[src/rtl/nbit_div_unit_if.sv]
// Request/response bundle between the EX stage and the multi-cycle divider.
// The EX stage uses the master modport; the divider uses the slave modport.
interface nbit_div_unit_if #(
    parameter int N = 32
);
    logic         start;
    logic [1:0]   op;
    logic [N-1:0] a;
    logic [N-1:0] b;
    logic         flush;
    logic         busy;
    logic         done;
    logic [N-1:0] result;

    modport master (
        output start, op, a, b, flush,
        input  busy, done, result
    );

    modport slave (
        input  start, op, a, b, flush,
        output busy, done, result
    );
endinterface

[src/rtl/nbit_div_unit.sv]
// Multi-cycle restoring divider for RV32M DIV/DIVU/REM/REMU.
// It takes one quotient bit per cycle, MSB first, and registers the result for writeback.
module nbit_div_unit #(
    parameter int N = 32
) (
    input  logic           clk,
    input  logic           rst_n,
    nbit_div_unit_if.slave div_if
);
    typedef enum logic [1:0] {IDLE, CALC, DONE} state_t;

    localparam int CW = $clog2(N + 1);
    localparam logic [N-1:0] INT_MIN = {1'b1, {(N-1){1'b0}}};

    state_t        state_reg, state_next;
    logic [CW-1:0] counter_reg, counter_next;
    logic [N:0]    rem_reg, rem_next;
    logic [N-1:0]  quo_reg, quo_next;
    logic [N-1:0]  divisor_reg, divisor_next;
    logic          neg_q_reg, neg_q_next;
    logic          neg_r_reg, neg_r_next;
    logic          is_rem_reg, is_rem_next;
    logic [N-1:0]  result_reg, result_next;

    logic          signed_op, rem_op, a_neg, b_neg, div_zero, overflow;
    logic [N-1:0]  a_mag, b_mag;
    logic [N:0]    shifted, diff, rem_step;
    logic [N-1:0]  quo_step, rem_low, q_fin, r_fin;

    // Operand decode for a request presented this cycle
    always_comb begin
        signed_op = ~div_if.op[0];
        rem_op    = div_if.op[1];
        a_neg     = signed_op & div_if.a[N-1];
        b_neg     = signed_op & div_if.b[N-1];
        a_mag     = a_neg ? -div_if.a : div_if.a;
        b_mag     = b_neg ? -div_if.b : div_if.b;
        div_zero  = (div_if.b == '0);
        overflow  = signed_op && (div_if.a == INT_MIN) && (div_if.b == '1);
    end

    // One restoring step: the remainder never exceeds the divisor, so N bits
    // plus one borrow bit are enough for the trial subtraction.
    always_comb begin
        shifted  = {rem_reg[N-1:0], quo_reg[N-1]};
        diff     = shifted - {1'b0, divisor_reg};
        rem_step = diff[N] ? shifted : diff;
        quo_step = {quo_reg[N-2:0], ~diff[N]};
        rem_low  = rem_step[N-1:0];
        q_fin    = neg_q_reg ? -quo_step : quo_step;
        r_fin    = neg_r_reg ? -rem_low : rem_low;
    end

    always_comb begin
        state_next   = state_reg;
        counter_next = counter_reg;
        rem_next     = rem_reg;
        quo_next     = quo_reg;
        divisor_next = divisor_reg;
        neg_q_next   = neg_q_reg;
        neg_r_next   = neg_r_reg;
        is_rem_next  = is_rem_reg;
        result_next  = result_reg;

        case (state_reg)
            CALC: begin
                rem_next     = rem_step;
                quo_next     = quo_step;
                counter_next = counter_reg - 1'b1;
                // The step that brings the counter to zero also finishes the op
                if (counter_reg == CW'(1)) begin
                    result_next = is_rem_reg ? r_fin : q_fin;
                    state_next  = DONE;
                end
            end
            default: begin
                state_next = IDLE;
                if (div_if.start) begin
                    if (div_zero) begin
                        result_next = rem_op ? div_if.a : '1;
                        state_next  = DONE;
                    end else if (overflow) begin
                        result_next = rem_op ? '0 : div_if.a;
                        state_next  = DONE;
                    end else begin
                        rem_next     = '0;
                        quo_next     = a_mag;
                        divisor_next = b_mag;
                        neg_q_next   = ~rem_op & (a_neg ^ b_neg);
                        neg_r_next   = rem_op & a_neg;
                        is_rem_next  = rem_op;
                        counter_next = CW'(N);
                        state_next   = CALC;
                    end
                end
            end
        endcase

        // Abort wins over both a new request and a finishing step
        if (div_if.flush) begin
            state_next   = IDLE;
            counter_next = '0;
            result_next  = result_reg;
        end
    end

    always_ff @(posedge clk) begin
        if (!rst_n) begin
            state_reg   <= IDLE;
            counter_reg <= '0;
            rem_reg     <= '0;
            quo_reg     <= '0;
            divisor_reg <= '0;
            neg_q_reg   <= 1'b0;
            neg_r_reg   <= 1'b0;
            is_rem_reg  <= 1'b0;
            result_reg  <= '0;
        end else begin
            state_reg   <= state_next;
            counter_reg <= counter_next;
            rem_reg     <= rem_next;
            quo_reg     <= quo_next;
            divisor_reg <= divisor_next;
            neg_q_reg   <= neg_q_next;
            neg_r_reg   <= neg_r_next;
            is_rem_reg  <= is_rem_next;
            result_reg  <= result_next;
        end
    end

    assign div_if.busy   = (state_reg == CALC);
    assign div_if.done   = (state_reg == DONE);
    assign div_if.result = result_reg;
endmodule

[src/flat_wrapper.sv]
// flat-port wrapper written by rule: the top's interface ports become plain ports
module nbit_div_unit_flat 
#(
    parameter int N = 32
)
  (clk, rst_n, div_if_start, div_if_op, div_if_a, div_if_b, div_if_flush, div_if_busy, div_if_done, div_if_result);
  nbit_div_unit_if #(.N(N)) div_if_i ();
  input  logic clk;
  input  logic rst_n;
  input wire logic [$bits(div_if_i.start)-1:0] div_if_start;
  input wire logic [$bits(div_if_i.op)-1:0] div_if_op;
  input wire logic [$bits(div_if_i.a)-1:0] div_if_a;
  input wire logic [$bits(div_if_i.b)-1:0] div_if_b;
  input wire logic [$bits(div_if_i.flush)-1:0] div_if_flush;
  output wire logic [$bits(div_if_i.busy)-1:0] div_if_busy;
  output wire logic [$bits(div_if_i.done)-1:0] div_if_done;
  output wire logic [$bits(div_if_i.result)-1:0] div_if_result;
  assign div_if_i.start = div_if_start;
  assign div_if_i.op = div_if_op;
  assign div_if_i.a = div_if_a;
  assign div_if_i.b = div_if_b;
  assign div_if_i.flush = div_if_flush;
  assign div_if_busy = div_if_i.busy;
  assign div_if_done = div_if_i.done;
  assign div_if_result = div_if_i.result;
  nbit_div_unit #(.N(N)) u_core (.clk(clk), .rst_n(rst_n), .div_if(div_if_i));
endmodule
[config.mk]
export PLATFORM = sky130hd
export DESIGN_NAME = nbit_div_unit_flat
export DESIGN_NICKNAME = d
export VERILOG_FILES = /design/src/rtl/nbit_div_unit_if.sv /design/src/rtl/nbit_div_unit.sv /design/src/flat_wrapper.sv
export SDC_FILE = /design/constraint.sdc
export NUM_CORES = 1
export LEC_CHECK = 0
export BUFFER_PORTS_ARGS = -buffer_cell sky130_fd_sc_hd__buf_4
export CORE_MARGIN = 2
export CORE_UTILIZATION = 55
export DETAILED_ROUTE_END_ITERATION = 12
export PLACE_DENSITY = 0.74
export SYNTH_ARGS = -nofsm -noshare
export SYNTH_HDL_FRONTEND = slang
export SYNTH_SLANG_ARGS = --single-unit
[constraint.sdc]
create_clock -name clk -period 7.7 [get_ports clk]
set_clock_uncertainty 0.15 [all_clocks]
set_input_delay 0.385 -clock clk [delete_from_list [all_inputs] [get_ports clk]]
set_output_delay 0.385 -clock clk [all_outputs]
set_load 0.02 [all_outputs]
# Word level (Yosys, flattened, before mapping)
# Cells that the tools add are included.
# op_classes
addsub	6
eq_ne	8
n_mux	30
bitwise	13
n_reduce_logical	9
# ops
operator	n
$mux 32	21
$neg 32->32	4
$eq 32x32->1 const B	2
$sub 33x32->33	1
$logic_not 32->1	1
$mux 6	4
$mux 2	5
$not 1->1	8
$reduce_and 4->1	2
$eq 6x1->1 const B	1
$sub 6x1->6 const B	1
$and 1x1->1	4
$ne 2x2->1 const B	2
$reduce_and 3->1	1
$reduce_bool 3->1	1
$eq 2x1->1 const B	1
$eq 2x2->1 const B	1
$logic_and 1x1->1	2
$ne 2x1->1 const B	1
$reduce_bool 2->1	1
$reduce_or 2->1	1
$xor 1x1->1	1
# word_totals
reg_bits	139
inputBits	70
out_inout_bits	34
word_cells	75

# Depth between registers and ports, before layout
# logic_depth
ltp_word	7
depth_mapped	25
depth_no_buf	22

# Least setup slack after synthesis
# OpenSTA, ideal clock, no wires.
# synth_timing
path_kind	register to register
start	register u_core.quo_reg[31]
end	register u_core.result_reg[20], in the netlist u_core.div_if.result[20]
setup_time_ns	0.070
t_arrival_ns	5.383
required_time_ns	7.480
path_slack_ns	2.097
stages_incl_launch_ff	25
n_path_buf	3
period_less_slack_ns	5.603
cell_sequence	dfxtp_1 > inv_1 > ha_1 > fa_1 > nand2b_1 > a21boi_2 > o2111ai_1 > a2111o_1 > a311o_1 > nor2_4 > inv_2 > buf_6 > buf_2 > clkbuf_1 > a21oi_1 > ha_1 > and2_1 > o2111ai_1 > a41oi_1 > nand3_1 > or4b_4 > nand2_2 > nor3_1 > or4_1 > a21oi_1
# synth_between
elab_chain_cells	7
word_cells_on_any_way	10
cone_classes	add/sub (3); mux (6); bitwise (1)
# synth_lines
element	line_no	rtl
from (decl)	nbit_div_unit.sv:18	logic [N-1:0] quo_reg, quo_next;
from (signal assigned)	nbit_div_unit.sv:122	quo_reg <= quo_next;
$sub 33x32->33	nbit_div_unit.sv:46	diff = shifted - {1'b0, divisor_reg};
$mux 32 / $not 1->1 (equally long branches)	nbit_div_unit.sv:47, nbit_div_unit.sv:48	
$neg 32->32, on equally long branches	nbit_div_unit.sv:51, nbit_div_unit.sv:50	
$mux 32, on equally long branches	nbit_div_unit.sv:51, nbit_div_unit.sv:50	
$mux 32 *	nbit_div_unit.sv:72	result_next = is_rem_reg ? r_fin : q_fin;
$mux 32 *	nbit_div_unit.sv:71	if (counter_reg == CW'(1)) begin
$mux 32 *	nbit_div_unit.sv:65	case (state_reg)
to (signal assigned)	nbit_div_unit.sv:127	result_reg <= result_next;
to (decl)	nbit_div_unit.sv:23	logic [N-1:0] result_reg, result_next;
# Every way passes the cells marked *; elsewhere a longest branch is shown, timed or not. The select of a mux whose other input is x is not followed.
# A chain may end at the register's enable or synchronous reset.

# Worst setup path after layout
# Ends and elaborated chain as after synthesis.

==> impl_metrics.toml <==
[outcome]
status = "complete, no violations"

[logic_synthesis]
synth_cells = 1648
yosys_register_bits = 139
synth_edf_count = 0
synth-async-reset-ratio_pct = 0
syn-num-nets = 1758
synth_area_mm2 = 0.0118
ys_types = 89
synth_ff_type = "dfxtp_1"
syn-mean-instance-area_um2 = 7.18
yosys_warnings = 0
yosysSeqAreaShare_pct = 23.5

[flow_run]
drv_cap = 0

[die]
ios = 104
dieWidth_um = 151
fp-row-count = 53
initial_core_util_pct = 56.1
dieArea_mm2 = 0.0227
fp.dieH_um = 151
core_area_mm2 = 0.0211

[setup_path]
critical_path_arrival_ns = 6.44
slowest_stage = "or4b_4"
path_cells = "inv_1, ha_1, fa_1, nand2b_1, a21boi_2, o2111ai_1, a2111o_1, o21ai_2, nor2_4, inv_2, buf_4, o21ai_0, inv_1, ha_1, and2_1, o2111ai_1, a41oi_1, nand3_1, or4b_4, nand2_2, nor3_1, or4_1, a21oi_1"
crit_type = "reg -> reg"
required_ns = 7.92
cp.buffers_inverters = 4
startpoint_type = "register"
worst-path-max-fanout = 38
endpoint_kind = "register"
cpPeakStageDelay_ns = 0.56
path_delay_family = "compound AO/OA/AOI/OAI gates"

[cts]
post_cts_resized = 0
cts_tree = "built"
cts_setup_buffers = 0
clkSinkCount = 139
h-tree-depth = 4
cts.hold.buffers_added = 0
clkTransAtPathRegs_ns = 0.07
root_buffer = "clkbuf_16"
worst_skew_pair.late_latency_ns = 0.45
clock_path_buffers = 2
cts_made_buffers = 17

[route]
postRouteAntennaNets = 0
firstDrtPassIters = 6
drc = 0
wl_per_cell_um = 20.1
drt-initial-drc-count = 1203
avgViaCountPerCell = 6.42
vias = 12607
wl_um = 39500

[power]
leakagePower_nw = 5.04
p_total_w = 0.00221
powerDensity_mw_per_mm2 = 166
ir_worst_vdd_v = 0.000134

[grt]
overflow = 0
antenna_found_initial = 1
grt_pass1_vias = 11399
grt_pass1_wl_um = 62100
grt_usage_pct = 34.9
grt_start_max_net_pins = 83
groute.layer.met3.usage_pct = 7.09
use_met1_pct = 48.5
met2_usage_pct = 53.0
grt_busiest_layer = "met2"

[placed_design]
place_congestion = 0.943
place_inst = 1933
dp_hpwl_um = 28900
pre_cts_slack_ns = 1.54
port_buffers = 103

[timing]
worstMarginPinSlew_ns = 1.17
relSlewSlack_pct = 21.1
rsz0062_at_grt = "false"
setup_viol = 0
slew_violations = 0
fin_crit_ns = 6.22
fmax_mhz = 161
period_share_pct = 80.8
fin_ws_ns = 1.48
hold_viol_final = 0
fin_setup_tns_ns = 0

[finish]
area_growth_pct = 12.4
fin_nets = 1787
drive_gt1_share_pct = 11.7
finalNonFillerCells = 1965
antennaDiodeCount = 0

[min_path]
hp-class = "in -> reg"
-- layout by cell type (no fill, tap or decap), types with 12 or more instances in the layout --
cell,instances
nor2_1,204
nand2_1,184
a21oi_1,150
dfxtp_1,139
buf_4,118
o21ai_0,84
xnor2_1,75
inv_1,60
xor2_1,47
a211oi_1,46
o211ai_1,46
nor3_1,40
ha_1,39
nand3_1,26
mux2i_1,24
maj3_1,24
nand4_1,21
nor4_1,21
o31ai_1,21
a22oi_1,19
a31oi_1,18
or3_1,17
clkbuf_16,17
a21o_1,15
and2_1,15
or4_1,14
o41ai_1,12
-- power breakdown --
part	switching [W]	total [W]	internal [W]
clock	0.000366	0.000914	0.000548
sequential	0.0000378	0.000793	0.000755
combinational	0.000312	0.000501	0.000189
-- through the flow --
| step | util, % | hold slack [ns] | cell area, µm² |
|---|---|---|---|
| floorplan | - | 0.291 | 11800 |
| global placement | 60.0 | 0.300 | 12700 |
| detailed placement | 60.0 | 0.305 | 12700 |
| CTS | 63.0 | 0.101 | 13300 |
| global route | 63.0 | 0.121 | 13300 |
| finish | 63.0 | 0.103 | 13300 |
-- layer usage --
| metal | vias up | routed length, µm |
|---|---|---|
| met4 | 2 | 1360 |
| met1 | 5876 | 17200 |
| met3 | 95 | 3540 |
| li1 | 6032 | - |
| met2 | 602 | 17300 |
| met5 | - | 11 |
-- cell usage after synthesis, types with 26 or more instances --
master,number,area share (%)
a211oi_1,46,2.9
a21oi_1,150,6.3
clkbuf_1,91,2.9
dfxtp_1,139,24
ha_1,39,4.1
inv_1,61,1.9
nand2_1,184,5.8
nand3_1,26,1.1
nor2_1,205,6.5
nor3_1,40,1.7
o211ai_1,46,2.9
o21ai_0,84,3.6
xnor2_1,75,5.6
xor2_1,47,3.5
-- area by class of cell --
cell class	instances	area, µm²
clock inverter	15	214
fill	1973	7800
clock buffer	17	425
inverter	65	245
tap	275	344
multi-input combinational	1336	8390
timing repair buffer	118	886
sequential	139	2780
-- worst register-to-register path, cell delays in order (launching register included) --
cell and delay (ns):
dfxtp_1 0.35, inv_1 0.07, ha_1 0.20, fa_1 0.39, nand2b_1 0.20, a21boi_2 0.21, o2111ai_1 0.22, a2111o_1 0.51
o21ai_2 0.38, nor2_4 0.05, inv_2 0.27, buf_4 0.44, o21ai_0 0.22, inv_1 0.09, ha_1 0.20, and2_1 0.14
o2111ai_1 0.12, a41oi_1 0.40, nand3_1 0.16, or4b_4 0.56, nand2_2 0.11, nor3_1 0.06, or4_1 0.50, a21oi_1 0.13
-- kinds of logic after synthesis --
logic type | Yosys count | synth area share [%]
buffers and inverters | 173 | 5.75
adders and majority gates | 64 | 6.33
AOI/OAI and AO/OA | 498 | 27.6
and+or+nand+nor | 617 | 24.7
muxes | 35 | 3.11
xor gates and xnor gates | 122 | 9.03
DFF | 139 | 23.5
-- worst paths after layout --
kind	start	end	slack, ns	depth (start not counted)
worst max-delay path	u_core.quo_reg[31]	u_core.div_if.result[20]	1.48	23
worst min-delay path	div_if_b[29]	u_core.divisor_reg[29]	0.10	3
worst max register to register	u_core.quo_reg[31]	u_core.div_if.result[20]	1.48	23
worst min register to register	u_core.div_if.result[15]	u_core.div_if.result[15]	0.31	2
(Power assumes the default switching activity.)
